==> config.mk <==
export PLATFORM = sky130hd
export DESIGN_NAME = vedic_mult_pipe_flat
export DESIGN_NICKNAME = d
export VERILOG_FILES = /design/src/rtl/vedic_mult_pipe_if.sv /design/src/rtl/vedic_mult_pipe.sv /design/src/flat_wrapper.sv
export SDC_FILE = /design/constraint.sdc
export NUM_CORES = 1
export LEC_CHECK = 0
export ABC_AREA = 1
export CAP_MARGIN = 20
export CORE_ASPECT_RATIO = 0.75
export CORE_MARGIN = 2
export CORE_UTILIZATION = 23
export CTS_BUF_LIST = sky130_fd_sc_hd__clkbuf_4 sky130_fd_sc_hd__clkbuf_8 sky130_fd_sc_hd__clkbuf_16
export DETAILED_ROUTE_END_ITERATION = 8
export GPL_ROUTABILITY_DRIVEN = 1
export PLACE_DENSITY = 0.43
export SYNTH_ARGS = -nofsm -noshare
export SYNTH_HDL_FRONTEND = slang
export SYNTH_SLANG_ARGS = --single-unit
==> constraint.sdc <==
create_clock -name clk -period 3.4 [get_ports clk]
set_clock_uncertainty 0.1 [all_clocks]
set_input_delay 0.34 -clock clk [delete_from_list [all_inputs] [get_ports clk]]
set_output_delay 0.34 -clock clk [all_outputs]
set_load 0.005 [all_outputs]
==> src/rtl/vedic_mult_pipe_if.sv <==
`default_nettype none
//==============================================================================
// Module      : vedic_mult_pipe_if
// Description : Operand/result stream bundle for vedic_mult_pipe.
//               slave modport  - the multiplier side.
//               master modport - the producer/consumer side.
//               Signals:
//                 in_valid / in_ready  operand beat handshake
//                 in_a, in_b           WIDTH-bit unsigned operands
//                 acc_clr              restart accumulation (VEDIC_ACC_EN only)
//                 out_valid/out_ready  result handshake
//                 out_data             OW-bit result
//               Build option: VEDIC_ACC_EN adds the acc_clr signal.
// Revision    : 1.0 - initial release
//==============================================================================
interface vedic_mult_pipe_if #(
    parameter int WIDTH = 8,
    parameter int OW    = 2 * WIDTH
);
    logic             in_valid;
    logic             in_ready;
    logic [WIDTH-1:0] in_a;
    logic [WIDTH-1:0] in_b;
    logic             out_valid;
    logic             out_ready;
    logic [OW-1:0]    out_data;

`ifdef VEDIC_ACC_EN
    logic             acc_clr;

    modport slave (
        input  in_valid, in_a, in_b, acc_clr, out_ready,
        output in_ready, out_valid, out_data
    );

    modport master (
        output in_valid, in_a, in_b, acc_clr, out_ready,
        input  in_ready, out_valid, out_data
    );
`else
    modport slave (
        input  in_valid, in_a, in_b, out_ready,
        output in_ready, out_valid, out_data
    );

    modport master (
        output in_valid, in_a, in_b, out_ready,
        input  in_ready, out_valid, out_data
    );
`endif
endinterface
`default_nettype wire

==> src/rtl/vedic_mult_pipe.sv <==
`default_nettype none
//==============================================================================
// Module      : vedic_mult_pipe (with helper vedic_mult_cell)
// Description : Two-stage pipelined unsigned Urdhva-Tiryakbhyam multiplier.
//               Operands are split into half-words; the four half-width cross
//               products are registered in stage 1 and combined into the full
//               product in stage 2. One product per clock under a valid/ready
//               stream on both sides.
//               Ports:
//                 clk    rising-edge clock
//                 rst_n  asynchronous active-low reset
//                 bus    vedic_mult_pipe_if.slave (operands in, result out)
//               Build option: VEDIC_ACC_EN - stage 2 accumulates products into
//               an ACC_W-bit register (restarted by acc_clr) and out_data
//               presents the running sum instead of the bare product.
// Revision    : 1.0 - initial release
//==============================================================================

// Combinational recursive Vedic multiplier: N x N -> 2N bits.
module vedic_mult_cell #(
    parameter int N = 2
) (
    input  wire logic [N-1:0]   i_a,
    input  wire logic [N-1:0]   i_b,
    output logic      [2*N-1:0] o_p
);
    generate
        if (N == 1) begin : g_bit
            assign o_p = {1'b0, i_a[0] & i_b[0]};
        end else if (N == 2) begin : g_leaf
            logic w_p00, w_p01, w_p10, w_p11, w_c1;
            assign w_p00 = i_a[0] & i_b[0];
            assign w_p01 = i_a[0] & i_b[1];
            assign w_p10 = i_a[1] & i_b[0];
            assign w_p11 = i_a[1] & i_b[1];
            // Vertical/crosswise: the crosswise pair is half-added; its carry
            // is then half-added into the vertical high product.
            assign w_c1  = w_p01 & w_p10;
            assign o_p   = {w_p11 & w_c1, w_p11 ^ w_c1, w_p01 ^ w_p10, w_p00};
        end else begin : g_split
            localparam int c_m = N / 2;
            logic [N-1:0]   w_ll, w_lh, w_hl, w_hh;
            logic [N:0]     w_mid;
            logic [2*N-1:0] w_mid_ext;

            vedic_mult_cell #(.N(c_m)) u_ll (.i_a(i_a[c_m-1:0]), .i_b(i_b[c_m-1:0]), .o_p(w_ll));
            vedic_mult_cell #(.N(c_m)) u_lh (.i_a(i_a[c_m-1:0]), .i_b(i_b[N-1:c_m]), .o_p(w_lh));
            vedic_mult_cell #(.N(c_m)) u_hl (.i_a(i_a[N-1:c_m]), .i_b(i_b[c_m-1:0]), .o_p(w_hl));
            vedic_mult_cell #(.N(c_m)) u_hh (.i_a(i_a[N-1:c_m]), .i_b(i_b[N-1:c_m]), .o_p(w_hh));

            assign w_mid     = {1'b0, w_lh} + {1'b0, w_hl};
            assign w_mid_ext = (2*N)'(w_mid);
            // {hh,ll} is hh<<N + ll since neither overlaps the other.
            assign o_p       = {w_hh, w_ll} + (w_mid_ext << c_m);
        end
    endgenerate
endmodule

module vedic_mult_pipe #(
    parameter int WIDTH = 8
`ifdef VEDIC_ACC_EN
    ,
    parameter int ACC_W = 2 * WIDTH + 8
`endif
) (
    input  wire logic        clk,
    input  wire logic        rst_n,
    vedic_mult_pipe_if.slave bus
);
    localparam int c_h = WIDTH / 2;

    // Whole pipeline moves together; a stalled output freezes every stage.
    logic w_en;
    logic w_accept;
    logic r_out_valid;

    assign w_en         = !r_out_valid || bus.out_ready;
    assign w_accept     = bus.in_valid && w_en;
    assign bus.in_ready = w_en;

    // Stage 1: half-width cross products.
    logic [WIDTH-1:0] w_ll, w_lh, w_hl, w_hh;
    logic [WIDTH-1:0] r_ll, r_lh, r_hl, r_hh;
    logic             r_v1;

    vedic_mult_cell #(.N(c_h)) u_ll (.i_a(bus.in_a[c_h-1:0]),     .i_b(bus.in_b[c_h-1:0]),     .o_p(w_ll));
    vedic_mult_cell #(.N(c_h)) u_lh (.i_a(bus.in_a[c_h-1:0]),     .i_b(bus.in_b[WIDTH-1:c_h]), .o_p(w_lh));
    vedic_mult_cell #(.N(c_h)) u_hl (.i_a(bus.in_a[WIDTH-1:c_h]), .i_b(bus.in_b[c_h-1:0]),     .o_p(w_hl));
    vedic_mult_cell #(.N(c_h)) u_hh (.i_a(bus.in_a[WIDTH-1:c_h]), .i_b(bus.in_b[WIDTH-1:c_h]), .o_p(w_hh));

`ifdef VEDIC_ACC_EN
    logic r_clr1;
`endif

    always_ff @(posedge clk or negedge rst_n) begin
        if (!rst_n) begin
            r_v1 <= 1'b0;
            r_ll <= '0;
            r_lh <= '0;
            r_hl <= '0;
            r_hh <= '0;
`ifdef VEDIC_ACC_EN
            r_clr1 <= 1'b0;
`endif
        end else if (w_en) begin
            r_v1 <= bus.in_valid;
            if (w_accept) begin
                r_ll <= w_ll;
                r_lh <= w_lh;
                r_hl <= w_hl;
                r_hh <= w_hh;
`ifdef VEDIC_ACC_EN
                r_clr1 <= bus.acc_clr;
`endif
            end
        end
    end

    // Stage 2: combine cross products into the full 2*WIDTH product.
    logic [WIDTH:0]       w_mid;
    logic [2*WIDTH-1:0]   w_mid_ext;
    logic [2*WIDTH-1:0]   w_p;

    assign w_mid     = {1'b0, r_lh} + {1'b0, r_hl};
    assign w_mid_ext = (2*WIDTH)'(w_mid);
    assign w_p       = {r_hh, r_ll} + (w_mid_ext << c_h);

`ifdef VEDIC_ACC_EN
    logic [ACC_W-1:0] r_acc;
    logic [ACC_W-1:0] w_acc_base;

    assign w_acc_base = r_clr1 ? '0 : r_acc;

    // The accumulator doubles as the output register: bubbles and stalls
    // leave it untouched, which is exactly the hold behaviour of out_data.
    always_ff @(posedge clk or negedge rst_n) begin
        if (!rst_n) begin
            r_out_valid <= 1'b0;
            r_acc       <= '0;
        end else if (w_en) begin
            r_out_valid <= r_v1;
            if (r_v1) begin
                r_acc <= w_acc_base + ACC_W'(w_p);
            end
        end
    end

    assign bus.out_data = r_acc;
`else
    logic [2*WIDTH-1:0] r_out_data;

    always_ff @(posedge clk or negedge rst_n) begin
        if (!rst_n) begin
            r_out_valid <= 1'b0;
            r_out_data  <= '0;
        end else if (w_en) begin
            r_out_valid <= r_v1;
            if (r_v1) begin
                r_out_data <= w_p;
            end
        end
    end

    assign bus.out_data = r_out_data;
`endif

    assign bus.out_valid = r_out_valid;
endmodule
`default_nettype wire
==> src/flat_wrapper.sv <==
// flat-port wrapper written by rule: the top's interface ports become plain ports
module vedic_mult_pipe_flat 
#(
    parameter int WIDTH = 8

)
  (clk, rst_n, bus_in_valid, bus_in_a, bus_in_b, bus_out_ready, bus_in_ready, bus_out_valid, bus_out_data);
  vedic_mult_pipe_if #(.WIDTH(WIDTH)) bus_i ();
  input  wire logic clk;
  input  wire logic rst_n;
  input wire logic [$bits(bus_i.in_valid)-1:0] bus_in_valid;
  input wire logic [$bits(bus_i.in_a)-1:0] bus_in_a;
  input wire logic [$bits(bus_i.in_b)-1:0] bus_in_b;
  input wire logic [$bits(bus_i.out_ready)-1:0] bus_out_ready;
  output wire logic [$bits(bus_i.in_ready)-1:0] bus_in_ready;
  output wire logic [$bits(bus_i.out_valid)-1:0] bus_out_valid;
  output wire logic [$bits(bus_i.out_data)-1:0] bus_out_data;
  assign bus_i.in_valid = bus_in_valid;
  assign bus_i.in_a = bus_in_a;
  assign bus_i.in_b = bus_in_b;
  assign bus_i.out_ready = bus_out_ready;
  assign bus_in_ready = bus_i.in_ready;
  assign bus_out_valid = bus_i.out_valid;
  assign bus_out_data = bus_i.out_data;
  vedic_mult_pipe #(.WIDTH(WIDTH)) u_core (.clk(clk), .rst_n(rst_n), .bus(bus_i));
endmodule
== After elaboration in Yosys (flattened, before gate mapping) ==
Index checks and enable logic that the tools add are counted.
Operators by class
  add/sub/neg operators: 10
  bitwise operators: 128
  reduce and logical (&&, ||, !) cells: 5
Operators by type and width (count)
  bitwise AND 1 bit: 96
  adder 8 x 7 -> 8 bit: 4
  XOR 1 bit: 32
  adder 4 x 4 -> 5 bit: 4
  adder 16 x 13 -> 16 bit: 1
  adder 8 x 8 -> 9 bit: 1
  AND reduction 2 bit: 2
  logical AND 1 bit: 1
  logical NOT 1 bit: 1
  logical OR 1 bit: 1
Storage, ports and cells
  register bits: 50
  output and inout port bits: 18
  logic and storage cells: 150

== Depth between registers and ports, before layout ==
Gate-level depths: netlist of run 1.
  word-level depth: 5
  depth in mapped cells: 18

== Hierarchy ==
A second synthesis of run 1 with hierarchy kept.
Unflattened totals
  cells, all modules: 658
  area total of the unflattened synthesis: 5129.9 sq um
Modules (own cells, without submodules)
  vedic_mult_pipe: instances 1, cells an instance 302, area each 2825.2 sq um
  vedic_mult_cell (u_core.u_hh.g_split.u_hh ...): instances 16, cells an instance 11, area each 62.6 sq um
  vedic_mult_cell (u_core.u_hh ...): instances 3, cells an instance 45, area each 326.6 sq um
  vedic_mult_cell (u_core.u_hl): instances 1, cells an instance 45, area each 324.1 sq um

== Least setup slack after synthesis of run 1 ==
Ideal clock, no wire load.
  path kind: in2reg
  start: input bus_in_b[7]
  end: register u_core.r_hh[7]
  library setup time: 0.117 ns
  arrival time: 2.627 ns
  data required time: 3.183 ns
  setup slack: 0.555 ns
  stages: 17
  path buffers: 1
  cell sequence: clkbuf_1 nand2_1 inv_1 ha_1 ha_1 ha_1 a21oi_1 nand2_1 xor2_1 ha_1 nand2_1 inv_1 nand2_1 nand2_1 or2_2 nand3_1 nand2_1
On the way
  word-level cells in the longest chain between the ends: 5
  elaborated cells between the ends (all ways): 14
  those cells by class: add/sub (2); bitwise (12)
Ends and longest elaborated chain
  start: declaration: line flat_wrapper.sv:13  | input wire logic [$bits(bus_i.in_b)-1:0] bus_in_b;
  bitwise AND 1 bit: line vedic_mult_pipe.sv:33  | assign w_p01 = i_a[0] & i_b[1];
  bitwise AND 1 bit: line vedic_mult_pipe.sv:38  | assign w_c1 = w_p01 & w_p10;
  XOR 1 bit or bitwise AND 1 bit (tied branches): line vedic_mult_pipe.sv:39  | assign o_p = {w_p11 & w_c1, w_p11 ^ w_c1, w_p01 ^ w_p10, w_p00};
  adder 4 x 4 -> 5 bit: line vedic_mult_pipe.sv:51  | assign w_mid = {1'b0, w_lh} + {1'b0, w_hl};
  adder 8 x 7 -> 8 bit *: line vedic_mult_pipe.sv:54  | assign o_p = {w_hh, w_ll} + (w_mid_ext << c_m);
  end signal: assignment: line vedic_mult_pipe.sv:111  | r_hh <= w_hh;
  end: declaration: line vedic_mult_pipe.sv:83  | logic [WIDTH-1:0] r_ll, r_lh, r_hl, r_hh;
Every way passes the cells marked *; elsewhere a longest branch is shown, timed or not.
A chain may end at the register's enable or synchronous reset.

== Worst setup path in the final report of run 1 ==
  start: input bus_in_a[4]
  end: register u_core.r_hl[7]
On the way
  word-level cells in the longest chain between the ends: 5
  elaborated cells between the ends (all ways): 14
  those cells by class: add/sub (2); bitwise (12)
Ends and longest elaborated chain
  start: declaration: line flat_wrapper.sv:12  | input wire logic [$bits(bus_i.in_a)-1:0] bus_in_a;
  bitwise AND 1 bit: line vedic_mult_pipe.sv:33
  bitwise AND 1 bit: line vedic_mult_pipe.sv:38
  XOR 1 bit or bitwise AND 1 bit (tied branches): line vedic_mult_pipe.sv:39
  adder 4 x 4 -> 5 bit: line vedic_mult_pipe.sv:51
  adder 8 x 7 -> 8 bit *: line vedic_mult_pipe.sv:54
  end signal: assignment: line vedic_mult_pipe.sv:110  | r_hl <= w_hl;
  end: declaration: line vedic_mult_pipe.sv:83
Marks and branches as above.

==> results of run 1 <==
==> cell families (layout without fill, tap and decap cells) <==
kind of cell,after synthesis,after routing,synth area share
adders and majority gates,97,97,0.265
buffers and inverters,140,197,0.110
and+or+nand+nor,296,296,0.251
xor gates and xnor gates,29,29,0.0522
AOI/OAI and AO/OA,60,60,0.0645
DFF,50,50,0.257
==> metal layers <==
layer | part of all wire | vias to the layer above | GRT usage
met5 | 0 | - | 0
met4 | 0.0061 | 0 | 0.0193
met3 | 0.048 | 7 | 0.0191
met2 | 0.41 | 61 | 0.176
met1 | 0.54 | 1886 | 0.172
li1 | - | 2200 | -
==> cell type report <==
| cell class | instances | area, um^2 | area share |
|---|---|---|---|
| clock buffers | 5 | 125 | 0.0211 |
| flip-flops and latches | 50 | 1250 | 0.211 |
| inverters | 116 | 435 | 0.0734 |
| clock inverters | 3 | 27.5 | 0.00464 |
| multi-input cells | 482 | 3080 | 0.519 |
| well taps | 288 | 360 | 0.0608 |
| repair buffers | 73 | 651 | 0.110 |
==> stage by stage <==
stage | setup WS [ps] | cell area [um^2] | util | power [mW] | instances
after detailed placement | 9.59 | 5770 | 0.275 | 2.51 | 1008
after global placement | 4.21 | 5770 | 0.275 | 2.52 | 1008
final | 351 | 5930 | 0.283 | 3.01 | 1017
after global routing | 50.0 | 5930 | 0.283 | 3.35 | 1017
after floorplan | 555 | 4870 | - | 1.95 | 672
after CTS | 335 | 5930 | 0.283 | 3.07 | 1017
==> state kept, by name, indices dropped and copies added (netlist names) <==
name	cells
u_core.bus.out_valid	1
u_core.r_hh	8
u_core.r_lh	8
u_core.r_ll	8
u_core.r_v1	1
u_core.bus.out_data	16
u_core.r_hl	8
==> power by group through the flow <==
stage | Sequential (mW) | Combinational (mW) | Clock, mW
4_1_cts | 0.871 | 1.64 | 0.555
3_5_place_dp | 0.881 | 1.63 | 0
6_report | 0.866 | 1.61 | 0.536
3_3_place_gp | 0.884 | 1.64 | 0
5_1_grt | 0.892 | 1.88 | 0.580
2_1_floorplan | 0.863 | 1.09 | 0
==> placed cells by master, fill, tap and decap left out, drive strengths merged <==
cell type and count:
dfrtp 50, o21ai 31, dlygate4sd3 1, o211ai 1
a211oi 1, nor2 13, nand3b 2, nand3 40
o22ai 1, nand4 6, inv 118, buf 36
o21bai 3, xnor2 11, ha 87, clkinvlp 1
or2 5, clkdlybuf4s50 36, clkbuf 5, nand2 230
fa 10, xor2 18, a21oi 23
==> path summary, 6_finish.rpt <==
| path | from | endpoint | slack [ps] | cells after the start |
|---|---|---|---|---|
| max in group asynchronous | rst_n | u_core.bus.out_data[13] | 1950 | 3 |
| min in group asynchronous | rst_n | u_core.r_ll[6] | 470 | 2 |
| worst max register to register | u_core.r_hl[2] | u_core.bus.out_data[13] | 580 | 15 |
| worst max-delay path | bus_in_a[4] | u_core.r_hl[7] | 350 | 16 |
| worst min register to register | u_core.bus.out_data[5] | u_core.bus.out_data[5] | 380 | 2 |
| worst min-delay path | u_core.bus.out_data[5] | u_core.bus.out_data[5] | 380 | 2 |
==> critical path, cell delays in order <==
cell,delay [ps]
clkdlybuf4s50_1,550
nand2_1,110
inv_1,50
ha_1,190
ha_1,280
ha_1,330
a21oi_1,130
nand2_1,70
xor2_1,140
ha_1,330
nand2_1,80
or2_2,310
nand3_1,70
nand2_1,50
nand3_1,60
nand2_1,50
==> impl_metrics.py, run 1 <==
metrics = {
    "synth": {
        "synth_flop_cell": "dfrtp_1",
        "synth_top_area_cell": "dfrtp_1",
        "post-synth-top-count-cell": "nand2_1",
        "yosys.area.top_type_share": 0.257,
        "synth_cell_type_count": 26,
        "syn_area_um2": 4870,
        "netlist_top_cells_count": "229 x nand2_1, 114 x inv_1, 87 x ha_1",
        "syn_area_per_cell_um2": 7.25,
        "syn-instance-count": 672,
        "seq_area_frac_synth": 0.257,
        "synth_async_sr_flop_share": 1.00,
        "synth_edf_count": 0,
        "yosys-top-cells-area": "dfrtp_1 26%, ha_1 22%, nand2_1 18%",
        "ys_ff_latch": 50,
        "synth_nets": 789,
        "yosysWarnings": 0,
    },
    "pwr": {
        "clkPwrFrac": 0.178,
        "ir_drop_v": 0.000211,
        "intPower_mw": 1.76,
        "switching_share": 0.416,
        "combPwrFrac": 0.535,
        "p_switching_mw": 1.25,
        "seqPwrFrac": 0.287,
        "p_per_area_nw_per_um2": 508,
        "power.leakage_nw": 3.59,
    },
    "worst_setup_path": {
        "crit_path_end_kind": "flop",
        "critical_path_class": "in2reg",
        "cp.required_ps": 3500,
        "cp_max_fo": 4,
        "critPathArrivalTime_ps": 3150,
        "start_kind": "input port",
    },
    "sta": {
        "rsz0062_at_grt": "no",
        "slew_headroom": 0.527,
        "tightest_slew_ps": 709,
        "finalCritPeriodShare": 0.897,
        "holdWs_ps": 376,
        "fmax_mhz": 328,
        "finalHoldViolations": 0,
        "final_max_slew_viol_count": 0,
        "finalCriticalPeriod_ps": 3050,
        "setup_violations": 0,
        "setup_tns_ps": 0,
    },
    "detailed_routing": {
        "vias_per_cell": 4.08,
        "postRouteWirelength_um": 11900,
        "dr.pass1.iters": 4,
        "route.detailed.drc": 0,
        "drtIter0Drc": 211,
        "drtAntennaViolNets": 0,
        "wl_per_cell_um": 11.7,
        "via_count": 4154,
    },
    "cts": {
        "clk_latency_ps": 300,
        "holdBufCountCts": 1,
        "cts_setup_buffers": 0,
        "cts_buffers": 5,
        "postCtsResizedCells": 0,
        "clockBufferDepth": 2,
        "clkSinkCount": 50,
        "cts_root_buf": "clkbuf_16",
        "cts.clk_slew.worst_paths_ps": 80,
        "h-tree-depth": 2,
        "cts_tree": "built",
    },
    "finish": {
        "area_growth_pct": 21.8,
        "n_fill_cell": 2363,
        "antenna_cells": 0,
        "drive_above_1_share": 0.0754,
        "nNetsFinal": 845,
    },
    "global_routing": {
        "grt_pass1_wl_um": 20600,
        "antenna_found_initial": 0,
        "grt_pass1_vias": 4173,
        "grt_use_total": 0.115,
        "grt_overflow_total": 0,
        "grt_start_max_net_pins": 41,
    },
    "floorplanning": {
        "die_x_um": 172,
        "pin_count": 38,
        "num_rows": 46,
        "core_area_um2": 21000,
        "die_y_um": 130,
        "die_area_um2": 22400,
        "initial_core_util": 0.232,
    },
    "flow_run": {
        "max_cap_viol_count": 0,
    },
    "placement": {
        "dp_hpwl_um": 9930,
        "gp_congestion": 0.804,
        "port_buffers": 37,
    },
    "outcome": {
        "outcome": "finished clean",
    },
    "worst_hold_path": {
        "hp-class": "reg2reg",
    },
}
Note: power is estimated with default switching activity, not from simulation.
==> run 2: changes to the inputs <==
--- a/config.mk
+++ b/config.mk
@@ -12,7 +12,7 @@
 export CORE_UTILIZATION = 23
 export CTS_BUF_LIST = sky130_fd_sc_hd__clkbuf_4 sky130_fd_sc_hd__clkbuf_8 sky130_fd_sc_hd__clkbuf_16
 export DETAILED_ROUTE_END_ITERATION = 8
-export GPL_ROUTABILITY_DRIVEN = 1
+export GPL_ROUTABILITY_DRIVEN = 0
 export PLACE_DENSITY = 0.43
 export SYNTH_ARGS = -nofsm -noshare
 export SYNTH_HDL_FRONTEND = slang
==> results of run 2 <==
Same layout as run 1: the final DEF is identical, and so are final timing and power.
